==> src/rtl/seg7_pkg.sv <==
`default_nettype none
// ============================================================================
// Module      : seg7_pkg
// Description : Shared seven-segment definitions: glyph table (active-high,
//               bit6=a .. bit0=g), digit count, blank anode value and the
//               capture FSM state encoding.
// Revision    : 1.0 - initial release
// ============================================================================
package seg7_pkg;

  localparam int NUM_DIGITS = 8;
  localparam logic [7:0] ANODE_BLANK = 8'hFF;

  // Active-high segment patterns for hex glyphs 0..F
  localparam logic [6:0] GLYPH_0 = 7'h7E;
  localparam logic [6:0] GLYPH_1 = 7'h30;
  localparam logic [6:0] GLYPH_2 = 7'h6D;
  localparam logic [6:0] GLYPH_3 = 7'h79;
  localparam logic [6:0] GLYPH_4 = 7'h33;
  localparam logic [6:0] GLYPH_5 = 7'h5B;
  localparam logic [6:0] GLYPH_6 = 7'h5F;
  localparam logic [6:0] GLYPH_7 = 7'h70;
  localparam logic [6:0] GLYPH_8 = 7'h7F;
  localparam logic [6:0] GLYPH_9 = 7'h7B;
  localparam logic [6:0] GLYPH_A = 7'h77;
  localparam logic [6:0] GLYPH_B = 7'h1F;
  localparam logic [6:0] GLYPH_C = 7'h4E;
  localparam logic [6:0] GLYPH_D = 7'h3D;
  localparam logic [6:0] GLYPH_E = 7'h4F;
  localparam logic [6:0] GLYPH_F = 7'h47;

  typedef enum logic [0:0] {
    ST_SETTLE = 1'b0,
    ST_HOLD   = 1'b1
  } state_e;

  // Forward lookup: hex value to active-high segment pattern
  function automatic logic [6:0] glyph_of(input logic [3:0] v);
    case (v)
      4'h0: glyph_of = GLYPH_0;
      4'h1: glyph_of = GLYPH_1;
      4'h2: glyph_of = GLYPH_2;
      4'h3: glyph_of = GLYPH_3;
      4'h4: glyph_of = GLYPH_4;
      4'h5: glyph_of = GLYPH_5;
      4'h6: glyph_of = GLYPH_6;
      4'h7: glyph_of = GLYPH_7;
      4'h8: glyph_of = GLYPH_8;
      4'h9: glyph_of = GLYPH_9;
      4'hA: glyph_of = GLYPH_A;
      4'hB: glyph_of = GLYPH_B;
      4'hC: glyph_of = GLYPH_C;
      4'hD: glyph_of = GLYPH_D;
      4'hE: glyph_of = GLYPH_E;
      default: glyph_of = GLYPH_F;
    endcase
  endfunction

endpackage
`default_nettype wire

==> src/rtl/seg7_decode.sv <==
`default_nettype none
// ============================================================================
// Module      : seg7_decode
// Description : Combinational inverse glyph lookup. Takes active-low cathode
//               segments and returns the hex value plus a legal-glyph flag.
// Revision    : 1.0 - initial release
// ============================================================================
module seg7_decode
  import seg7_pkg::*;
(
  input  logic [6:0] cathode,
  output logic       valid,
  output logic [3:0] value
);

  logic [6:0] seg;

  // Search the glyph table for the inverted cathode pattern; glyphs are unique
  always_comb begin
    seg   = ~cathode;
    valid = 1'b0;
    value = 4'h0;
    for (int k = 0; k < 16; k++) begin
      if (glyph_of(4'(k)) == seg) begin
        valid = 1'b1;
        value = 4'(k);
      end
    end
  end

endmodule
`default_nettype wire

==> src/rtl/seg7_scan_capture.sv <==
`default_nettype none
// ============================================================================
// Module      : seg7_scan_capture
// Description : Receive side of an 8-digit multiplexed seven-segment bus.
//               Synchronises anode/cathode, waits for a stable settle window,
//               captures one sample per window and recovers each digit value.
// Revision    : 1.0 - initial release
// ============================================================================
module seg7_scan_capture
  import seg7_pkg::*;
#(
  parameter int SETTLE_CYCLES = 16
) (
  input  logic        clk,
  input  logic        rst_n,
  input  logic [7:0]  anode,
  input  logic [6:0]  cathode,
  input  logic        clear_err,
  output logic [31:0] digits,
  output logic [7:0]  digit_valid,
  output logic        frame_done,
  output logic        err_pattern,
  output logic        err_anode
);

  localparam logic [15:0] CNT_LAST = 16'(SETTLE_CYCLES - 1);
  localparam logic [14:0] PINS_BLANK = {ANODE_BLANK, 7'h7F};

  logic [14:0] sync1_q, sync1_d, sync2_q, sync2_d, prev_q, prev_d;
  state_e      state_q, state_d;
  logic [15:0] cnt_q, cnt_d;
  logic [31:0] digits_q, digits_d;
  logic [7:0]  valid_q, valid_d;
  logic [7:0]  seen_q, seen_d;
  logic        frame_done_q, frame_done_d;
  logic        err_pattern_q, err_pattern_d;
  logic        err_anode_q, err_anode_d;

  logic [7:0]  sel;
  logic [7:0]  seen_next;
  logic        one_hot;
  logic        change;
  logic        capture;
  logic        dec_valid;
  logic [3:0]  dec_value;

  seg7_decode u_decode (
    .cathode (sync2_q[6:0]),
    .valid   (dec_valid),
    .value   (dec_value)
  );

  // Next-state logic: synchroniser shift, settle FSM, capture and flags
  always_comb begin
    sync1_d = {anode, cathode};
    sync2_d = sync1_q;
    prev_d  = sync2_q;

    change  = (sync2_q != prev_q);
    sel     = ~sync2_q[14:7];
    one_hot = (sel != 8'h00) && ((sel & (sel - 8'd1)) == 8'h00);
    capture = (state_q == ST_SETTLE) && !change && (cnt_q == CNT_LAST);

    state_d = state_q;
    cnt_d   = cnt_q;
    case (state_q)
      ST_SETTLE: begin
        if (change) begin
          cnt_d = 16'd0;
        end else if (cnt_q == CNT_LAST) begin
          state_d = ST_HOLD;
        end else begin
          cnt_d = cnt_q + 16'd1;
        end
      end
      default: begin
        if (change) begin
          state_d = ST_SETTLE;
          cnt_d   = 16'd0;
        end
      end
    endcase

    digits_d      = digits_q;
    valid_d       = valid_q;
    seen_d        = seen_q;
    seen_next     = seen_q | sel;
    frame_done_d  = 1'b0;
    // Clear first so a same-cycle new error overrides it
    err_pattern_d = err_pattern_q & ~clear_err;
    err_anode_d   = err_anode_q & ~clear_err;

    if (capture && (sel != 8'h00)) begin
      if (one_hot) begin
        for (int i = 0; i < NUM_DIGITS; i++) begin
          if (sel[i]) begin
            valid_d[i] = dec_valid;
            if (dec_valid) begin
              digits_d[4*i +: 4] = dec_value;
            end
          end
        end
        if (!dec_valid) begin
          err_pattern_d = 1'b1;
        end
        if (seen_next == 8'hFF) begin
          frame_done_d = 1'b1;
          seen_d       = 8'h00;
        end else begin
          seen_d = seen_next;
        end
      end else begin
        err_anode_d = 1'b1;
      end
    end
  end

  // State and output registers with synchronous active-low reset
  always_ff @(posedge clk) begin
    if (!rst_n) begin
      sync1_q       <= PINS_BLANK;
      sync2_q       <= PINS_BLANK;
      prev_q        <= PINS_BLANK;
      state_q       <= ST_SETTLE;
      cnt_q         <= 16'd0;
      digits_q      <= 32'h0;
      valid_q       <= 8'h00;
      seen_q        <= 8'h00;
      frame_done_q  <= 1'b0;
      err_pattern_q <= 1'b0;
      err_anode_q   <= 1'b0;
    end else begin
      sync1_q       <= sync1_d;
      sync2_q       <= sync2_d;
      prev_q        <= prev_d;
      state_q       <= state_d;
      cnt_q         <= cnt_d;
      digits_q      <= digits_d;
      valid_q       <= valid_d;
      seen_q        <= seen_d;
      frame_done_q  <= frame_done_d;
      err_pattern_q <= err_pattern_d;
      err_anode_q   <= err_anode_d;
    end
  end

  assign digits      = digits_q;
  assign digit_valid = valid_q;
  assign frame_done  = frame_done_q;
  assign err_pattern = err_pattern_q;
  assign err_anode   = err_anode_q;

endmodule
`default_nettype wire
==> config.mk <==
export PLATFORM = sky130hd
export DESIGN_NAME = seg7_scan_capture
export DESIGN_NICKNAME = d
export VERILOG_FILES = /design/src/rtl/seg7_pkg.sv /design/src/rtl/seg7_decode.sv /design/src/rtl/seg7_scan_capture.sv
export SDC_FILE = /design/constraint.sdc
export NUM_CORES = 1
export LEC_CHECK = 0
export BUFFER_PORTS_ARGS = -buffer_cell sky130_fd_sc_hd__buf_2
export CORE_ASPECT_RATIO = 0.5
export CORE_MARGIN = 10
export CORE_UTILIZATION = 40
export CTS_CLUSTER_SIZE = 40
export DETAILED_ROUTE_END_ITERATION = 7
export SYNTH_ARGS = -nofsm -noshare
export SYNTH_HDL_FRONTEND = slang
export SYNTH_SLANG_ARGS = --single-unit
==> constraint.sdc <==
create_clock -name clk -period 4.7 [get_ports clk]
set_input_delay 0.94 -clock clk [delete_from_list [all_inputs] [get_ports clk]]
set_output_delay 0.94 -clock clk [all_outputs]
set_load 0.1 [all_outputs]
Yosys cells after proc, flatten, opt, wreduce, memory -nomap -nowiden
Index checks and enable logic that the tools add are counted.
W data, S select, Z words.
- bits in registers: 113
- word-level logic and storage cells: 128
- add/subtract/negate cells: 2
- equal/unequal tests: 21
- multiplexer cells: 46
- bitwise gates (word level): 8
- reductions and logical operators: 26
- operators by type and width (operator ; number):
    $eq A7 B7 Y1 const A ; 12
    $mux W16 ; 4
    $mux W4 ; 8
    $reduce_and A4 Y1 ; 8
    $mux W1 ; 27
    $reduce_and A3 Y1 ; 9
    $eq A6 B7 Y1 const A ; 3
    $add A16 B1 Y16 const B ; 1
    $eq A16 B4 Y1 const B ; 1
    $ne A15 B15 Y1 ; 1
    $mux W3 ; 4
    $and A8 B8 Y8 ; 1
    $eq A8 B8 Y1 const B ; 1
    $logic_not A8 Y1 ; 1
    $mux W8 ; 1
    $not A8 Y8 ; 1
    $or A8 B8 Y8 ; 1
    $reduce_bool A8 Y1 ; 1
    $sub A8 B1 Y8 const B ; 1
    $eq A5 B7 Y1 const A ; 1
    $not A7 Y7 ; 1
    $logic_and A1 B1 Y1 ; 4
    $mux W2 ; 2
    $reduce_and A2 Y1 ; 2
    5 further kinds ; 7

Longest topological paths before layout
Gate-level depths: netlist of the first run.
- depth after elaboration: 21
- gate-level depth with buffers: 9
- depth with buffers taken out: 7

By module
From an unflattened synthesis of the first run, not the netlist that was laid out.
- cells, all modules: 484
- area total of the unflattened synthesis: 4712.0 sq um
- modules (own cells, without submodules) (module ; instances ; cells each ; area each (sq um) ; seq. area each (sq um)):
    seg7_scan_capture ; 1 ; 428 ; 4352.9 ; 2262.2
    seg7_decode ; 1 ; 56 ; 359.1 ; 0.0

Least setup slack after synthesis of the first run
No wires, ideal clock.
- kind: register to register
- from: register sync2_q[0] (netlist: prev_d[0])
- to: register digits_q[11] (netlist: digits[11])
- setup time: 0.139 ns
- arrival: 2.006 ns
- path slack: 2.555 ns
- stages on the path, launching flop included: 9
- buffers on the path: 2
- clock period less this slack: 2.145 ns
- path through: dfxtp_1 buf_2 xor2_1 nor4_2 nand4_2 nor4_4 buf_4 nor4b_1 o22ai_1
- word-level cells in the longest chain between the ends: 19
- RTL lines (element ; line ; source):
    start: declaration ; seg7_scan_capture.sv:29 ; logic [14:0] sync1_q, sync1_d, sync2_q, sync2_d, prev_q, prev_d;
    start signal: assignment ; seg7_scan_capture.sv:134 ; sync2_q <= sync2_d;
    $not A7 Y7 ; seg7_decode.sv:20 ; seg = ~cathode;
    $eq A7 B7 Y1 ; seg7_decode.sv:24 ; if (glyph_of(4'(k)) == seg) begin
    $mux W1 (16 in series) ; seg7_decode.sv:24 ;
    $reduce_and A4 Y1 (no line) ; - ;
    end signal: assignment ; seg7_scan_capture.sv:138 ; digits_q <= digits_d;
    end: declaration ; seg7_scan_capture.sv:32 ; logic [31:0] digits_q, digits_d;
Parallel ways exist; a longest one is shown, timed or not.
A chain may end at the register's enable or synchronous reset.

Worst setup path after layout of the first run
- from: register sync2_q[6] (netlist: prev_d[6])
- to: register digits_q[1] (netlist: digits[1])
The elaborated chain is that of the path after synthesis.

==> results of run 1 <==
[metrics by stage]
| step | hold WS, ns | utilization (%) |
|---|---|---|
| final | 0.405 | 50.0 |
| after global routing | 0.424 | 50.0 |
| after CTS | 0.404 | 50.0 |
| after detailed placement | 0.393 | 45.1 |
| after global placement | 0.390 | 45.1 |
| after floorplan | 0.386 | - |
[cell families after synthesis]
logic type      synth area share, %
flops                          48.7
buf+inv                        4.47
mux                            7.11
simple gates                   24.8
fa+ha+maj                     0.269
xor+xnor                       4.52
compound gates                 10.1
[power by group through the flow]
stage	combinational, mW	sequential [mW]	clock [mW]
global route	0.0981	0.994	1.25
global placement	0.0864	1.01	0
finish	0.0869	0.992	1.18
CTS	0.0882	0.991	1.21
floorplan	0.0747	1.00	0
detailed placement	0.0876	1.01	0
[worst paths after layout]
kind,end
max,digits[1]
min,prev_d[1]
max reg2reg,digits[1]
min reg2reg,prev_d[1]
[final cells by class]
class                           count  share of cell area (%)
Clock buffer                       20                    7.81
Tap cell                          159                    3.56
Inverter                           23                    1.54
Sequential cell                   113                    40.4
Multi-Input combinational cell    331                    38.9
Clock inverter                     12                    1.97
Timing Repair Buffer               63                    5.77
[worst reg2reg max path: stages (launching register included)]
cell and delay, ns:
dfxtp_1 0.70, xor2_1 0.17, nor4_2 0.26, nand4_2 0.22
nor4_4 0.92, buf_4 0.30, and4_1 0.29, mux2i_1 0.20
[routing by layer]
| metal | vias up | share of wire (%) | global-route usage [%] |
|---|---|---|---|
| li1 | 1842 | - | - |
| met1 | 1696 | 51 | 17.9 |
| met2 | 70 | 42 | 20.3 |
| met3 | 14 | 5.5 | 5.23 |
| met4 | 0 | 1.3 | 5.63 |
| met5 | - | 0 | 0 |
[Yosys cell counts (2+ instances only)]
| library cell | count | area [um2] |
|---|---|---|
| or3_1 | 5 | 31.3 |
| a21boi_0 | 8 | 60.1 |
| nand3_1 | 13 | 65.1 |
| nand2b_1 | 37 | 231 |
| o22ai_1 | 12 | 75.1 |
| nor3_1 | 6 | 30.0 |
| mux2i_1 | 33 | 330 |
| buf_2 | 10 | 50.1 |
| dfxtp_1 | 113 | 2260 |
| nor2_1 | 19 | 71.3 |
| and2_1 | 2 | 12.5 |
| nor2b_1 | 5 | 31.3 |
| or3_2 | 3 | 22.5 |
| a31oi_1 | 3 | 18.8 |
| and3_1 | 2 | 12.5 |
| clkbuf_1 | 14 | 52.6 |
| inv_1 | 23 | 86.3 |
| o211ai_1 | 4 | 30.0 |
| nand2_1 | 67 | 251 |
| nor4bb_1 | 4 | 40.0 |
| nand4_1 | 10 | 62.6 |
| nor4_1 | 7 | 43.8 |
| and4_1 | 4 | 35.0 |
| nand4_2 | 4 | 50.1 |
| a21oi_1 | 10 | 50.1 |
| xor2_1 | 16 | 140 |
| o31ai_1 | 4 | 30.0 |
| a32oi_1 | 2 | 17.5 |
| xnor2_1 | 8 | 70.1 |
| o21ai_1 | 2 | 10.0 |
| o32ai_1 | 2 | 17.5 |
| o21a_1 | 2 | 15.0 |
| nor3b_1 | 2 | 15.0 |
| buf_4 | 2 | 15.0 |
| o21ai_0 | 9 | 45.0 |
| nor4b_1 | 8 | 70.1 |
[flip-flops by register name, indices dropped and copies added, names as in the netlist]
signal / cells
digits: 32
cnt_q: 16
prev_d: 15
prev_q: 15
sync1_q: 15
digit_valid: 8
seen_q: 8
err_anode: 1
err_pattern: 1
frame_done: 1
state_q: 1
==> reports/results.ini, run 1 <==
[worst_hold_path]
hold_path.class=reg -> reg
hp-start=sync1_q[1]
min_path_cells=1

[logic_synthesis]
async_flop_share_pct=0
ys.flop_type=dfxtp_1
yosys_warnings=0
syn-num-nets=513
synth_seq_cells=113
ys_types=55
synth.cell_area_um2=4650
synth_edf_count=0
avgSynthCellArea_um2=9.40
yosysSeqAreaShare_pct=48.7
syn_inst=494

[sta]
tightest_slew_ns=1.07
drv_slew=0
finalHoldViolCount=0
maxSlewHeadroom_pct=28.4
setup_ws_ns=1.57
fin_crit_ns=3.13
fmax_mhz=319
setup_violations=0
tns_ns=0
clock_skew_ns=0.00944
finalCritPeriodShare_pct=66.6
rsz0062_at_grt=no

[critical_path]
worst-r2r-cell-count=7
slowest_stage=nor4_4
crit_type=reg -> reg
crit_path_start_kind=flop
cp_max_fo=22
critPathLaunch=prev_d[6]
cp.required_ns=5.03
critPathMaxStageDelay_ns=0.92
endpoint_kind=flop
path_cells=xor2_1 > nor4_2 > nand4_2 > nor4_4 > buf_4 > and4_1 > mux2i_1
regToRegSetupSlack_ns=1.57
arrival_ns=3.46
critical_path_depth=7
path_buf_inv=1
cp_top_family=simple AND/OR/NAND/NOR gates
r2r_start=prev_d[6]

[power]
clkPwrFrac_pct=52.3
p_total_mw=2.26
internal_power_mw=1.73
seqPwrFrac_pct=43.9
ir_drop_mv=0.231
power.leakage_nw=2.35
p_comb_share_pct=3.8
p_switching_mw=0.529
powerDensity_nw_per_um2=404
swShare_pct=23.4

[finish]
finalInstanceArea_um2=5590
final_nets=568
multi_input_area_um2=2180
diodes=0
area_delta_synth_final_pct=20.4
final_common_cell=dfxtp_1
fillers=1052
post_route_cells_drive_above_1_share_pct=18.5
ff_latch_area_um2=2260
layout.cells.non_filler=721
final_cell_mix=dfxtp_1 (113), nand2_1 (67), buf_2 (60), nand2b_1 (37), mux2i_1 (33)

[global_route]
grt_pass1_vias=3468
grt_max_degree=51
grtUsageTotal_pct=13.8
grt.overflow.total=0
grt_pass1_wl_um=17900
antenna_found_initial=0

[floorplanning]
initial_core_util_pct=41.5
top_level_ports=61
die_w_um=172
die-area_um2=16600
die_h_um=96.2
coreArea_um2=11200
placement_rows=27

[detailed_routing]
wl_per_cell_um=15.2
viasPerCell=5.02
dr.pass1.iters=5
num_vias=3622
route.antenna.remaining_nets=0
drt-total-wl_um=11000
dr.first_iter.drc_count=281
drc=0

[placed_design]
dp_worst_setup_slack_ns=1.64
place_inst=689
port_buffers=60
placed_area_um2=5050
dp.final_hpwl_um=7580
place_congestion=0.783

[cts]
cts_sinks=113
cts_tree=yes
cts_resized=0
cts.path.max_buffers=2
cts_buffers=17
cts.reportedPaths.clkPinSlew_ns=0.06
cts_htree_levels=4
cts_root_buf=clkbuf_16
postCtsHoldBufs=0
clock_latency_ns=0.41
cts_setup_buffers=0

[run]
max-cap-violations=0

[status]
status=finished, final reports clean

Note: power is estimated with default switching activity, not from simulation.
==> run 2, diff against run 1 <==
==> constraint.sdc (replaced) <==
create_clock -name clk -period 2.9 [get_ports clk]
set_input_delay 0.58 -clock clk [delete_from_list [all_inputs] [get_ports clk]]
set_output_delay 0.58 -clock clk [all_outputs]
set_load 0.1 [all_outputs]
==> run 2 against run 1 <==
- clock skew is essentially flat
- sequential power grew 62%
- worst setup slack lost 1.2 ns
- clock power grew 62%
- global-route usage grew 0.62 points
- critical endpoint unchanged
==> reports/results.ini, run 2 (synthesis results as in run 1) <==
[detailed_routing]
viasPerCell=5.07
dr.first_iter.drc_count=326
num_vias=3690
dr.pass1.iters=6
drt-total-wl_um=11300
drc=0
route.antenna.remaining_nets=0
wl_per_cell_um=15.5

[critical_path]
path_cells=xor2_1 > nor4_1 > nand2_1 > nor4_4 > buf_4 > and4_1 > mux2i_1
critPathMaxStageDelay_ns=0.49
cp_max_fo=27
path_buf_inv=1
slowest_stage=dfxtp_1
arrival_ns=2.92
crit_type=reg -> reg
cp_top_family=simple AND/OR/NAND/NOR gates
endpoint_kind=flop
cp.required_ns=3.24
crit_path_start_kind=flop
critPathLaunch=prev_d[7]
r2r_start=prev_d[7]

[sta]
maxSlewHeadroom_pct=46.2
drv_slew=0
setup_violations=0
rsz0062_at_grt=no
finalCritPeriodShare_pct=88.8
fmax_mhz=388
tns_ns=0
tightest_slew_ns=0.801
clock_skew_ns=0.00902
fin_crit_ns=2.58
setup_ws_ns=0.323
timing.hold.ws_ns=0.344
finalHoldViolCount=0

[finish]
post_route_cells_drive_above_1_share_pct=20.2
ff_latch_area_um2=2260
largest_reg_flops=32
fillers=1023
diodes=0
final_cell_mix=dfxtp_1 (112), nand2_1 (67), buf_2 (60), nand2b_1 (37), mux2i_1 (33)
final_nets=575
area_delta_synth_final_pct=22.1
multi_input_area_um2=2180
final_common_cell=dfxtp_1
finish.utilization_pct=50.7
layout.cells.non_filler=728

[global_route]
grtUsageTotal_pct=14.4
gr-usage-met3_pct=6.08
grt_max_degree=92
top_usage_layer=met2
grt_use_met1_pct=19.6
grt_pass1_vias=3535
grt.overflow.total=0
grt_pass1_wl_um=18800
use_met2_pct=20.4
antenna_found_initial=0

[floorplanning]
die_w_um=172
initial_core_util_pct=41.5
die-area_um2=16600
placement_rows=27
coreArea_um2=11200
top_level_ports=61
die_h_um=96.2

[cts]
cts_buffers=17
cts_resized=0
clock_latency_ns=0.42
cts_tree=yes
cts_sinks=113
cts_root_buf=clkbuf_16
postCtsHoldBufs=0
cts.path.max_buffers=2
cts.reportedPaths.clkPinSlew_ns=0.06
cts_htree_levels=4
cts_setup_buffers=0

[placed_design]
place_inst=696
dp.final_hpwl_um=7600
dp_worst_setup_slack_ns=0.274
place_congestion=0.872
port_buffers=60

[status]
status=finished, final reports clean

[worst_hold_path]
hold_path.class=in -> reg
hp-start=anode[0]

[power]
power.leakage_nw=2.39
powerDensity_nw_per_um2=648
ir_drop_mv=0.409

[run]
max-cap-violations=0

run 2: changes by cell type in the layout (fill, tap and decap cells not counted), sizes merged:
cell | before | now
clkinvlp | 4 | 5
buf | 63 | 70
clkinv | 4 | 5
clkbuf | 20 | 21
bufinv | 1 | 0
inv | 26 | 24
run 2: through the flow:
stage	area, um2	total power, mW
4_1_cts	5660	3.69
3_5_place_dp	5110	1.79
5_1_grt	5670	3.81
2_1_floorplan	4650	1.74
6_report	5670	3.67
3_3_place_gp	5110	1.79
run 2: worst register-to-register path, cell delays in order, from the launching register on:
cell	delay, ns
dfxtp_1	0.49
xor2_1	0.17
nor4_1	0.42
nand2_1	0.25
nor4_4	0.29
buf_4	0.32
and4_1	0.37
mux2i_1	0.20
run 2: metal layers:
metal	routed length, um	vias to the layer above
met5	0	-
met4	103	0
met3	842	10
met2	4780	106
met1	5590	1723
li1	-	1851
run 2: cell type report:
class                           count  area share, %
Tap cell                          159           3.51
Clock inverter                     11           1.46
Timing Repair Buffer               70           6.84
Sequential cell                   113           39.9
Multi-Input combinational cell    331           38.5
Inverter                           23           1.52
Clock buffer                       21           8.29
run 2: worst paths after layout:
path / endpoint / cells after the start / slack, ns
worst max-delay path: digits[1] / 7 / 0.32
worst min-delay path: sync1_q[7] / 2 / 0.34
worst max register to register: digits[1] / 7 / 0.32
worst min register to register: prev_d[5] / 1 / 0.40
run 2: report_power, final:
part / switching (mW) / total [mW] / leakage (nW) / internal (mW)
clock: 0.752 / 1.91 / 0.258 / 1.16
combinational: 0.0979 / 0.156 / 1.21 / 0.0576
sequential: 0.0266 / 1.61 / 0.919 / 1.58
